**src/rtl/commit_buffer.sv**
```systemverilog
// ============================================================================
// Module      : commit_buffer
// Description : Commit-trace FIFO with back-pressure and an N-step run budget.
//               Optional same-cycle bypass when empty: COMMIT_BUF_BYPASS_EN.
// Revision    : 1.0 - initial release
// ============================================================================
`default_nettype none

module commit_buffer #(
    parameter int XLEN  = 64,
    parameter int ILEN  = 32,
    parameter int DEPTH = 8,
    parameter int SLACK = 2,
    parameter int CNT_W = 32
) (
    input  logic                     clk,
    input  logic                     rst,
    input  logic                     commit_i_valid,
    input  logic [ILEN-1:0]          commit_i_instr,
    input  logic [XLEN-1:0]          commit_i_pc,
    input  logic [XLEN-1:0]          commit_i_pre_pc,
    input  logic                     run_i_load,
    input  logic [CNT_W-1:0]         run_i_steps,
    input  logic                     run_i_free,
    input  logic                     drain_i_ready,
    output logic                     drain_o_valid,
    output logic [ILEN-1:0]          drain_o_instr,
    output logic [XLEN-1:0]          drain_o_pc,
    output logic [XLEN-1:0]          drain_o_pre_pc,
    output logic                     ctrl_o_stall,
    output logic [$clog2(DEPTH):0]   buf_o_count,
    output logic                     run_o_done,
    output logic                     status_o_overflow
);

    localparam int                c_PTR_W    = $clog2(DEPTH);
    localparam int                c_CNT_W    = c_PTR_W + 1;
    localparam logic [c_CNT_W-1:0] c_FULL     = c_CNT_W'(DEPTH);
    localparam logic [c_CNT_W-1:0] c_STALL_AT = c_CNT_W'(DEPTH - SLACK);

    logic [ILEN-1:0]    r_memInstr [DEPTH];
    logic [XLEN-1:0]    r_memPc    [DEPTH];
    logic [XLEN-1:0]    r_memPrePc [DEPTH];

    logic [c_PTR_W-1:0] r_wrPtr;
    logic [c_PTR_W-1:0] r_rdPtr;
    logic [c_CNT_W-1:0] r_count;
    logic               r_headValid;
    logic [ILEN-1:0]    r_headInstr;
    logic [XLEN-1:0]    r_headPc;
    logic [XLEN-1:0]    r_headPrePc;
    logic [CNT_W-1:0]   r_remaining;
    logic               r_done;
    logic               r_overflow;

    logic               w_bypass;
    logic               w_pop;
    logic               w_push;
    logic               w_accept;
    logic               w_drop;
    logic [c_PTR_W-1:0] w_nextRd;
    logic [c_CNT_W-1:0] w_nextCount;
    logic               w_fwd;

`ifdef COMMIT_BUF_BYPASS_EN
    // Empty buffer and a ready harness: hand the commit straight through.
    assign w_bypass       = (r_count == '0) && commit_i_valid && drain_i_ready;
    assign drain_o_valid  = r_headValid | w_bypass;
    assign drain_o_instr  = w_bypass ? commit_i_instr  : r_headInstr;
    assign drain_o_pc     = w_bypass ? commit_i_pc     : r_headPc;
    assign drain_o_pre_pc = w_bypass ? commit_i_pre_pc : r_headPrePc;
`else
    assign w_bypass       = 1'b0;
    assign drain_o_valid  = r_headValid;
    assign drain_o_instr  = r_headInstr;
    assign drain_o_pc     = r_headPc;
    assign drain_o_pre_pc = r_headPrePc;
`endif

    assign w_pop    = r_headValid && drain_i_ready;
    assign w_push   = commit_i_valid && !w_bypass && ((r_count != c_FULL) || w_pop);
    assign w_drop   = commit_i_valid && !w_bypass && (r_count == c_FULL) && !w_pop;
    assign w_accept = w_push || w_bypass;

    always_comb begin
        w_nextRd    = w_pop ? (r_rdPtr + c_PTR_W'(1)) : r_rdPtr;
        w_nextCount = r_count;
        if (w_push && !w_pop) begin
            w_nextCount = r_count + c_CNT_W'(1);
        end else if (w_pop && !w_push) begin
            w_nextCount = r_count - c_CNT_W'(1);
        end
        // The slot about to become head is being written this cycle.
        w_fwd = w_push && (r_wrPtr == w_nextRd);
    end

    always_ff @(posedge clk) begin
        if (w_push) begin
            r_memInstr[r_wrPtr] <= commit_i_instr;
            r_memPc[r_wrPtr]    <= commit_i_pc;
            r_memPrePc[r_wrPtr] <= commit_i_pre_pc;
        end
    end

    always_ff @(posedge clk) begin
        if (rst) begin
            r_wrPtr     <= '0;
            r_rdPtr     <= '0;
            r_count     <= '0;
            r_headValid <= 1'b0;
            r_headInstr <= '0;
            r_headPc    <= '0;
            r_headPrePc <= '0;
            r_overflow  <= 1'b0;
        end else begin
            if (w_push) begin
                r_wrPtr <= r_wrPtr + c_PTR_W'(1);
            end
            r_rdPtr     <= w_nextRd;
            r_count     <= w_nextCount;
            r_headValid <= (w_nextCount != '0);
            if (w_nextCount != '0) begin
                r_headInstr <= w_fwd ? commit_i_instr  : r_memInstr[w_nextRd];
                r_headPc    <= w_fwd ? commit_i_pc     : r_memPc[w_nextRd];
                r_headPrePc <= w_fwd ? commit_i_pre_pc : r_memPrePc[w_nextRd];
            end
            if (w_drop) begin
                r_overflow <= 1'b1;
            end
        end
    end

    // Step budget: a load overrides any decrement in the same cycle.
    always_ff @(posedge clk) begin
        if (rst) begin
            r_remaining <= '0;
            r_done      <= 1'b0;
        end else if (run_i_load) begin
            r_remaining <= run_i_steps;
            r_done      <= (run_i_steps == '0);
        end else if (w_accept && !run_i_free && (r_remaining != '0)) begin
            r_remaining <= r_remaining - CNT_W'(1);
            if (r_remaining == CNT_W'(1)) begin
                r_done <= 1'b1;
            end
        end
    end

    assign ctrl_o_stall      = (r_count >= c_STALL_AT) || (!run_i_free && (r_remaining == '0));
    assign buf_o_count       = r_count;
    assign run_o_done        = r_done;
    assign status_o_overflow = r_overflow;

endmodule

`default_nettype wire

```
**config.mk**
```make
export PLATFORM = sky130hd
export DESIGN_NAME = commit_buffer
export DESIGN_NICKNAME = d
export VERILOG_FILES = /design/src/rtl/commit_buffer.sv
export SDC_FILE = /design/constraint.sdc
export NUM_CORES = 2
export LEC_CHECK = 0
export BUFFER_PORTS_ARGS = -buffer_cell sky130_fd_sc_hd__clkbuf_2
export CAP_MARGIN = 20
export CORE_MARGIN = 5
export CORE_UTILIZATION = 55
export CTS_CLUSTER_SIZE = 30
export DETAILED_ROUTE_END_ITERATION = 16
export GPL_TIMING_DRIVEN = 0
export PLACE_DENSITY = 0.73
export SYNTH_ARGS = -nofsm -noshare
export SYNTH_HDL_FRONTEND = slang
export SYNTH_SLANG_ARGS = --single-unit
```
**constraint.sdc**
```tcl
create_clock -name clk -period 34.8 [get_ports clk]
set_input_delay 3.48 -clock clk [delete_from_list [all_inputs] [get_ports clk]]
set_output_delay 3.48 -clock clk [all_outputs]
set_load 0.02 [all_outputs]
```
---- After elaboration in Yosys (flattened, before gate mapping) ----
Memory sizes are Yosys's and may differ from the RTL's. A register that Yosys moved wholly into a read port is not among the register bits.
Cells that the tools add are included.
storage, ports and cells
  bits in registers ....................... 45
  memory bits (writable) .................. 1280
  input port bits ......................... 198
  output and inout bits ................... 168
  memories kept ........................... 3
cells by class
  add/subtract/negate cells ............... 5
  order comparisons ....................... 1
  eq/ne operators ......................... 3
  muxes and demuxes ....................... 10
  reduce and logical (&&, ||, !) cells .... 21
memory list
  name        words  bits a word  rd ports  clocked after Yosys merged registers in  write ports  RTL line  text
  r_memPc     8      64           1         1                                        1            42        logic [XLEN-1:0] r_memPc [DEPTH];
  r_memPrePc  8      64           1         1                                        1            43        logic [XLEN-1:0] r_memPrePc [DEPTH];
  r_memInstr  8      32           1         1                                        1            41        logic [ILEN-1:0] r_memInstr [DEPTH];
operators with widths
  kind                                                                     number
  32-bit logical NOT                                                       2
  32-bit two-way mux                                                       2
  32-bit by 1-bit equality test with 1-bit output (second input constant)  1
  32-bit nonzero test                                                      1
  32-bit by 1-bit subtractor with 32-bit output (second input constant)    1
  1-bit logical AND                                                        9
  4-bit two-way mux                                                        2
  3-bit by 1-bit adder with 3-bit output (second input constant)           2
  1-bit two-way mux                                                        5
  4-bit by 1-bit adder with 4-bit output (second input constant)           1
  4-bit equality test (second input constant)                              1
  4-bit by 3-bit >= comparator with 1-bit output (second input constant)   1
  4-bit != test (second input constant)                                    1
  2-bit nonzero test                                                       2
  4-bit nonzero test                                                       1
  4-bit by 1-bit subtractor with 4-bit output (second input constant)      1
  1-bit logical NOT                                                        3
  3-bit two-way mux                                                        1
  1-bit logical OR                                                         2
  2-bit AND reduction                                                      1

---- Logic depth before layout (Yosys ltp) ----
  depth in word-level cells ............... 8
  mapped depth ............................ 11

---- Least setup slack after synthesis ----
Ideal clock, no wire load.
  path kind ............................... input to register
  start point ............................. input drain_i_ready
  end point ............................... memory r_memInstr[0][0], enable pin
  setup time .............................. 1.070 ns
  data arrival time ....................... 18.921 ns
  data required time ...................... 33.730 ns
  path slack .............................. 14.809 ns
  stages on the path ...................... 3
  buffers on the path ..................... 0
  cells stage by stage .................... and2_1 -> o21ai_1 -> nor4_1
between the ends
  cells in the longest elaborated chain, start to end .. 5
RTL lines
  element                                  RTL line  text
  start, declared                          25        input logic drain_i_ready,
  1-bit logical AND                        80        assign w_pop = r_headValid && drain_i_ready;
  1-bit logical OR                         81        assign w_push = commit_i_valid && !w_bypass && ((r_count != c_FULL) || w_pop);
  1-bit logical AND                        81
  1-bit two-way mux                        98        if (w_push) begin
  1-bit two-way mux (implied by the code)  99        r_memInstr[r_wrPtr] <= commit_i_instr;
  end, declared                            41
Every way passes these cells.

---- Worst setup path after layout ----
  start point ............................. input run_i_free
  end point ............................... output ctrl_o_stall
between the ends
  cells in the longest elaborated chain, start to end .. 3
RTL lines
  element            RTL line  text
  start, declared    24        input logic run_i_free,
  1-bit logical NOT  149       assign ctrl_o_stall = (r_count >= c_STALL_AT) || (!run_i_free && (r_remaining == '0));
  1-bit logical AND  149
  1-bit logical OR   149
  end, declared      30        output logic ctrl_o_stall,
Every way passes these cells.

==> report_table.html <==
<table>
<tr><th>Metric</th><th>Value</th></tr>
<tr><th colspan="2">Global routing</th></tr>
<tr><td>Total global-route track usage</td><td>a little over a quarter</td></tr>
<tr><td>Overflow left after global routing</td><td>0</td></tr>
<tr><td>Global-route wire length before repair</td><td>231 mm</td></tr>
<tr><td>Number of antenna violations at the first check in global routing</td><td>23</td></tr>
<tr><td>Vias in the first global route</td><td>35900</td></tr>
<tr><td>Largest net degree at the start of global routing</td><td>26</td></tr>
<tr><th colspan="2">Setup path</th></tr>
<tr><td>Crit path arrival time</td><td>between 4 and 5 ns</td></tr>
<tr><td>Max Fanout on Critical Path</td><td>4</td></tr>
<tr><td>CP endpoint kind</td><td>output port</td></tr>
<tr><td>Kind of start point of the critical path</td><td>primary input</td></tr>
<tr><td>Cell depth of the worst flop-to-flop path</td><td>12</td></tr>
<tr><td>Classification of the worst setup path</td><td>primary input to output port</td></tr>
<tr><td>Worst path required time</td><td>31.32 ns</td></tr>
<tr><th colspan="2">Hold path</th></tr>
<tr><td>Min-delay worst type</td><td>register to register</td></tr>
<tr><td>Hold Path Depth</td><td>2</td></tr>
<tr><th colspan="2">Logic synthesis</th></tr>
<tr><td>Synth Warn #</td><td>0</td></tr>
<tr><td>Synthesized netlist net count</td><td>3870</td></tr>
<tr><td>Synth Register Bits</td><td>1485</td></tr>
<tr><td>Number of distinct library cell variants in the gate-level netlist after synthesis</td><td>58</td></tr>
<tr><td>Netlist area before placement</td><td>~0.059 mm²</td></tr>
<tr><td>Synth Area per Inst</td><td>16.0 µm²</td></tr>
<tr><td>Sequential area share after synthesis</td><td>slightly above 70%</td></tr>
<tr><td>Instance count of the mapped netlist</td><td>3664</td></tr>
<tr><td>Main synth FF type</td><td>sky130_fd_sc_hd__edfxtp_1</td></tr>
<tr><td>Number of synthesized flops with an enable pin</td><td>1280</td></tr>
<tr><td>Fraction of registers with async set/reset</td><td>0%</td></tr>
<tr><th colspan="2">Power and ir drop</th></tr>
<tr><td>Post-layout total power</td><td>4.32 mW</td></tr>
<tr><td>Power per Cell Area</td><td>62.5 mW/mm²</td></tr>
<tr><td>Static leakage</td><td>22.0 nW</td></tr>
<tr><td>Worst vdd rail ir drop</td><td>around 0.042 mV</td></tr>
<tr><th colspan="2">Clock network</th></tr>
<tr><td>Clock Sinks</td><td>1485</td></tr>
<tr><td>CTS tree</td><td>built</td></tr>
<tr><td>Insertion delay to the later sink of the worst-skew pair</td><td>0.76 ns</td></tr>
<tr><td>Clock-pin slew of the registers on the worst-case setup and hold paths</td><td>0.06 ns</td></tr>
<tr><td>Cells resized by post-CTS repair</td><td>0</td></tr>
<tr><td>Buffer count from post-CTS setup fixing</td><td>0</td></tr>
<tr><td>Depth of the CTS H-tree</td><td>4</td></tr>
<tr><td>TritonCTS buffer count</td><td>between 100 and 150</td></tr>
<tr><td>Root buffer cell</td><td>sky130_fd_sc_hd__clkbuf_16</td></tr>
<tr><td>Cts-stage hold buffer count</td><td>0</td></tr>
<tr><td>Max clock buf depth</td><td>3</td></tr>
<tr><th colspan="2">Place</th></tr>
<tr><td>Placer's final routability congestion estimate</td><td>0.838</td></tr>
<tr><td>Place WS</td><td>27.29 ns</td></tr>
<tr><td>I/O Buffers</td><td>about 370</td></tr>
<tr><td>Detailed Place HPWL</td><td>105 mm</td></tr>
<tr><td>Placed standard-cell area</td><td>0.0641 mm²</td></tr>
<tr><td>Cell count after placement</td><td>5562</td></tr>
<tr><th colspan="2">Floorplan</th></tr>
<tr><td>Die outline width</td><td>337 µm</td></tr>
<tr><td>Floorplan die height</td><td>337 µm</td></tr>
<tr><td>Boundary Pins</td><td>366</td></tr>
<tr><td>Die Footprint</td><td>0.113 mm²</td></tr>
<tr><td>Core footprint</td><td>around 0.11 mm²</td></tr>
<tr><td>Placement row count</td><td>119</td></tr>
<tr><td>Starting density of the core</td><td>a little under three fifths</td></tr>
<tr><th colspan="2">STA</th></tr>
<tr><td>Post-route clock period utilization</td><td>21.7%</td></tr>
<tr><td>Maximum clock frequency</td><td>132 MHz</td></tr>
<tr><td>Final Hold Viols</td><td>0</td></tr>
<tr><td>Fin worst setup slack</td><td>27.24 ns</td></tr>
<tr><td>Fin Setup TNS</td><td>0 ns</td></tr>
<tr><td>Final count of pins violating max slew</td><td>0</td></tr>
<tr><td>Minimum clock period after layout</td><td>approximately 7.6 ns</td></tr>
<tr><td>Tightest hold margin</td><td>0.508 ns</td></tr>
<tr><td>Measured slew at the worst slew-check pin</td><td>~1.2 ns</td></tr>
<tr><td>RSZ-0062 raised after global routing</td><td>no</td></tr>
<tr><td>Slew headroom</td><td>20.7%</td></tr>
<tr><td>Worst clock skew on the final layout</td><td>0.0182 ns</td></tr>
<tr><td>Total setup violations reported at the end of the flow</td><td>0</td></tr>
<tr><th colspan="2">Cells and area</th></tr>
<tr><td>Leading cell types in the layout, fill and taps excluded</td><td>1280 x sky130_fd_sc_hd__edfxtp_1, 646 x sky130_fd_sc_hd__mux2i_1, 367 x sky130_fd_sc_hd__clkbuf_2</td></tr>
<tr><td>Fraction of layout cells with a size suffix above 1</td><td>about a fifth</td></tr>
<tr><td>Post-route non-filler standard cell count</td><td>between 5000 and 6000</td></tr>
<tr><td>Most common cell after layout, fill and taps aside</td><td>sky130_fd_sc_hd__edfxtp_1</td></tr>
<tr><td>Finished layout cell area</td><td>0.0691 mm²</td></tr>
<tr><td>Post-Route Utilization</td><td>65.4%</td></tr>
<tr><td>Final #Nets</td><td>4528</td></tr>
<tr><td>Syn-to-layout area delta</td><td>17.7%</td></tr>
<tr><th colspan="2">Detailed routing</th></tr>
<tr><td>Total via count in the routed design</td><td>36600</td></tr>
<tr><td>Violation count after the first detailed-route iteration</td><td>3847</td></tr>
<tr><td>First-pass detailed-route iteration total</td><td>6</td></tr>
<tr><td>Routed vias/inst</td><td>6.25</td></tr>
<tr><td>Residual DRC</td><td>0</td></tr>
<tr><td>Routed wire length per instance</td><td>27.2 µm</td></tr>
<tr><td>Routed WL</td><td>between 150 and 200 mm</td></tr>
<tr><td>Remaining antenna violation count after routing</td><td>0</td></tr>
<tr><th colspan="2">Outcome</th></tr>
<tr><td>Run status</td><td>finished clean</td></tr>
<tr><th colspan="2">Job</th></tr>
<tr><td>Max-capacitance violation count</td><td>0</td></tr>
</table>
-- synth_stat cells (all sizes together), types with 14 or more instances --
library cell / count / area (µm²)
a21oi: 21 / 105
buf: 93 / 455
clkbuf: 189 / 709
dfxtp: 205 / 4100
edfxtp: 1280 / 38400
inv: 23 / 86.3
mux2i: 646 / 6470
nand3b: 163 / 1220
nand4b: 162 / 1420
nor2: 45 / 169
nor3: 18 / 90.1
nor4: 21 / 165
o211ai: 162 / 1220
o21a: 14 / 105
o21ai: 164 / 821
o22ai: 318 / 1990
xnor2: 19 / 181
xor2: 16 / 140
-- flip-flops by register name, indices dropped and copies added, names as in the netlist, 3 cells and up --
| signal | cells |
|---|---|
| r_remaining | 32 |
| r_memInstr | 256 |
| drain_o_instr | 32 |
| r_memPc | 512 |
| r_wrPtr | 3 |
| drain_o_pc | 64 |
| r_memPrePc | 512 |
| r_rdPtr | 3 |
| drain_o_pre_pc | 64 |
| buf_o_count | 4 |
-- worst paths after layout --
path | from | slack, ns | endpoint
setup reg to reg | buf_o_count[0] | 30.25 | drain_o_pc[57]
hold / removal | drain_o_pre_pc[50] | 0.51 | drain_o_pre_pc[50]
hold reg to reg | drain_o_pre_pc[50] | 0.51 | drain_o_pre_pc[50]
setup / recovery | run_i_free | 27.24 | ctrl_o_stall
-- power by group --
group          switching (mW)  leakage (nW)  internal, mW
clock                   0.672          2.45         0.945
sequential             0.0523          13.3          2.04
combinational           0.438          6.18         0.173
-- worst max-delay path: stages --
cell	delay (ns)
sky130_fd_sc_hd__clkbuf_2	0.12
sky130_fd_sc_hd__o21ai_0	0.26
sky130_fd_sc_hd__clkbuf_2	0.22
-- layer usage --
layer  track usage (%)  up-vias  routed length (µm)
met1              37.5    18300               63300
met5                 0        -                  78
met4              11.5       12                6620
met3              6.32      352               15000
li1                  -    16100                   -
met2              42.9     1818               73900
-- cell families (layout without fill, tap and decap cells) --
family | after synthesis | after routing | share of synthesized area [%]
muxes | 648 | 648 | 11.1
adders and majority gates | 8 | 8 | 0.171
other | 0 | 12 | 0
and+or+nand+nor | 467 | 467 | 5.83
AOI/OAI and AO/OA | 716 | 716 | 7.78
xor gates and xnor gates | 35 | 35 | 0.548
DFF | 1485 | 1485 | 72.5
buffers and inverters | 305 | 1091 | 2.13
-- area by class of cell --
| class | count | area, µm² |
|---|---|---|
| sequential | 1485 | 42500 |
| fill | 7405 | 36600 |
| multi-input combinational | 1874 | 15000 |
| clock buffer | 201 | 4170 |
| timing repair buffer | 507 | 3600 |
| tap | 1391 | 1740 |
| buffer | 282 | 1170 |
| clock inverter | 78 | 815 |
| inverter | 23 | 86.3 |
| antenna | 12 | 30.0 |
No activity file was read; power rests on OpenSTA's default activity.
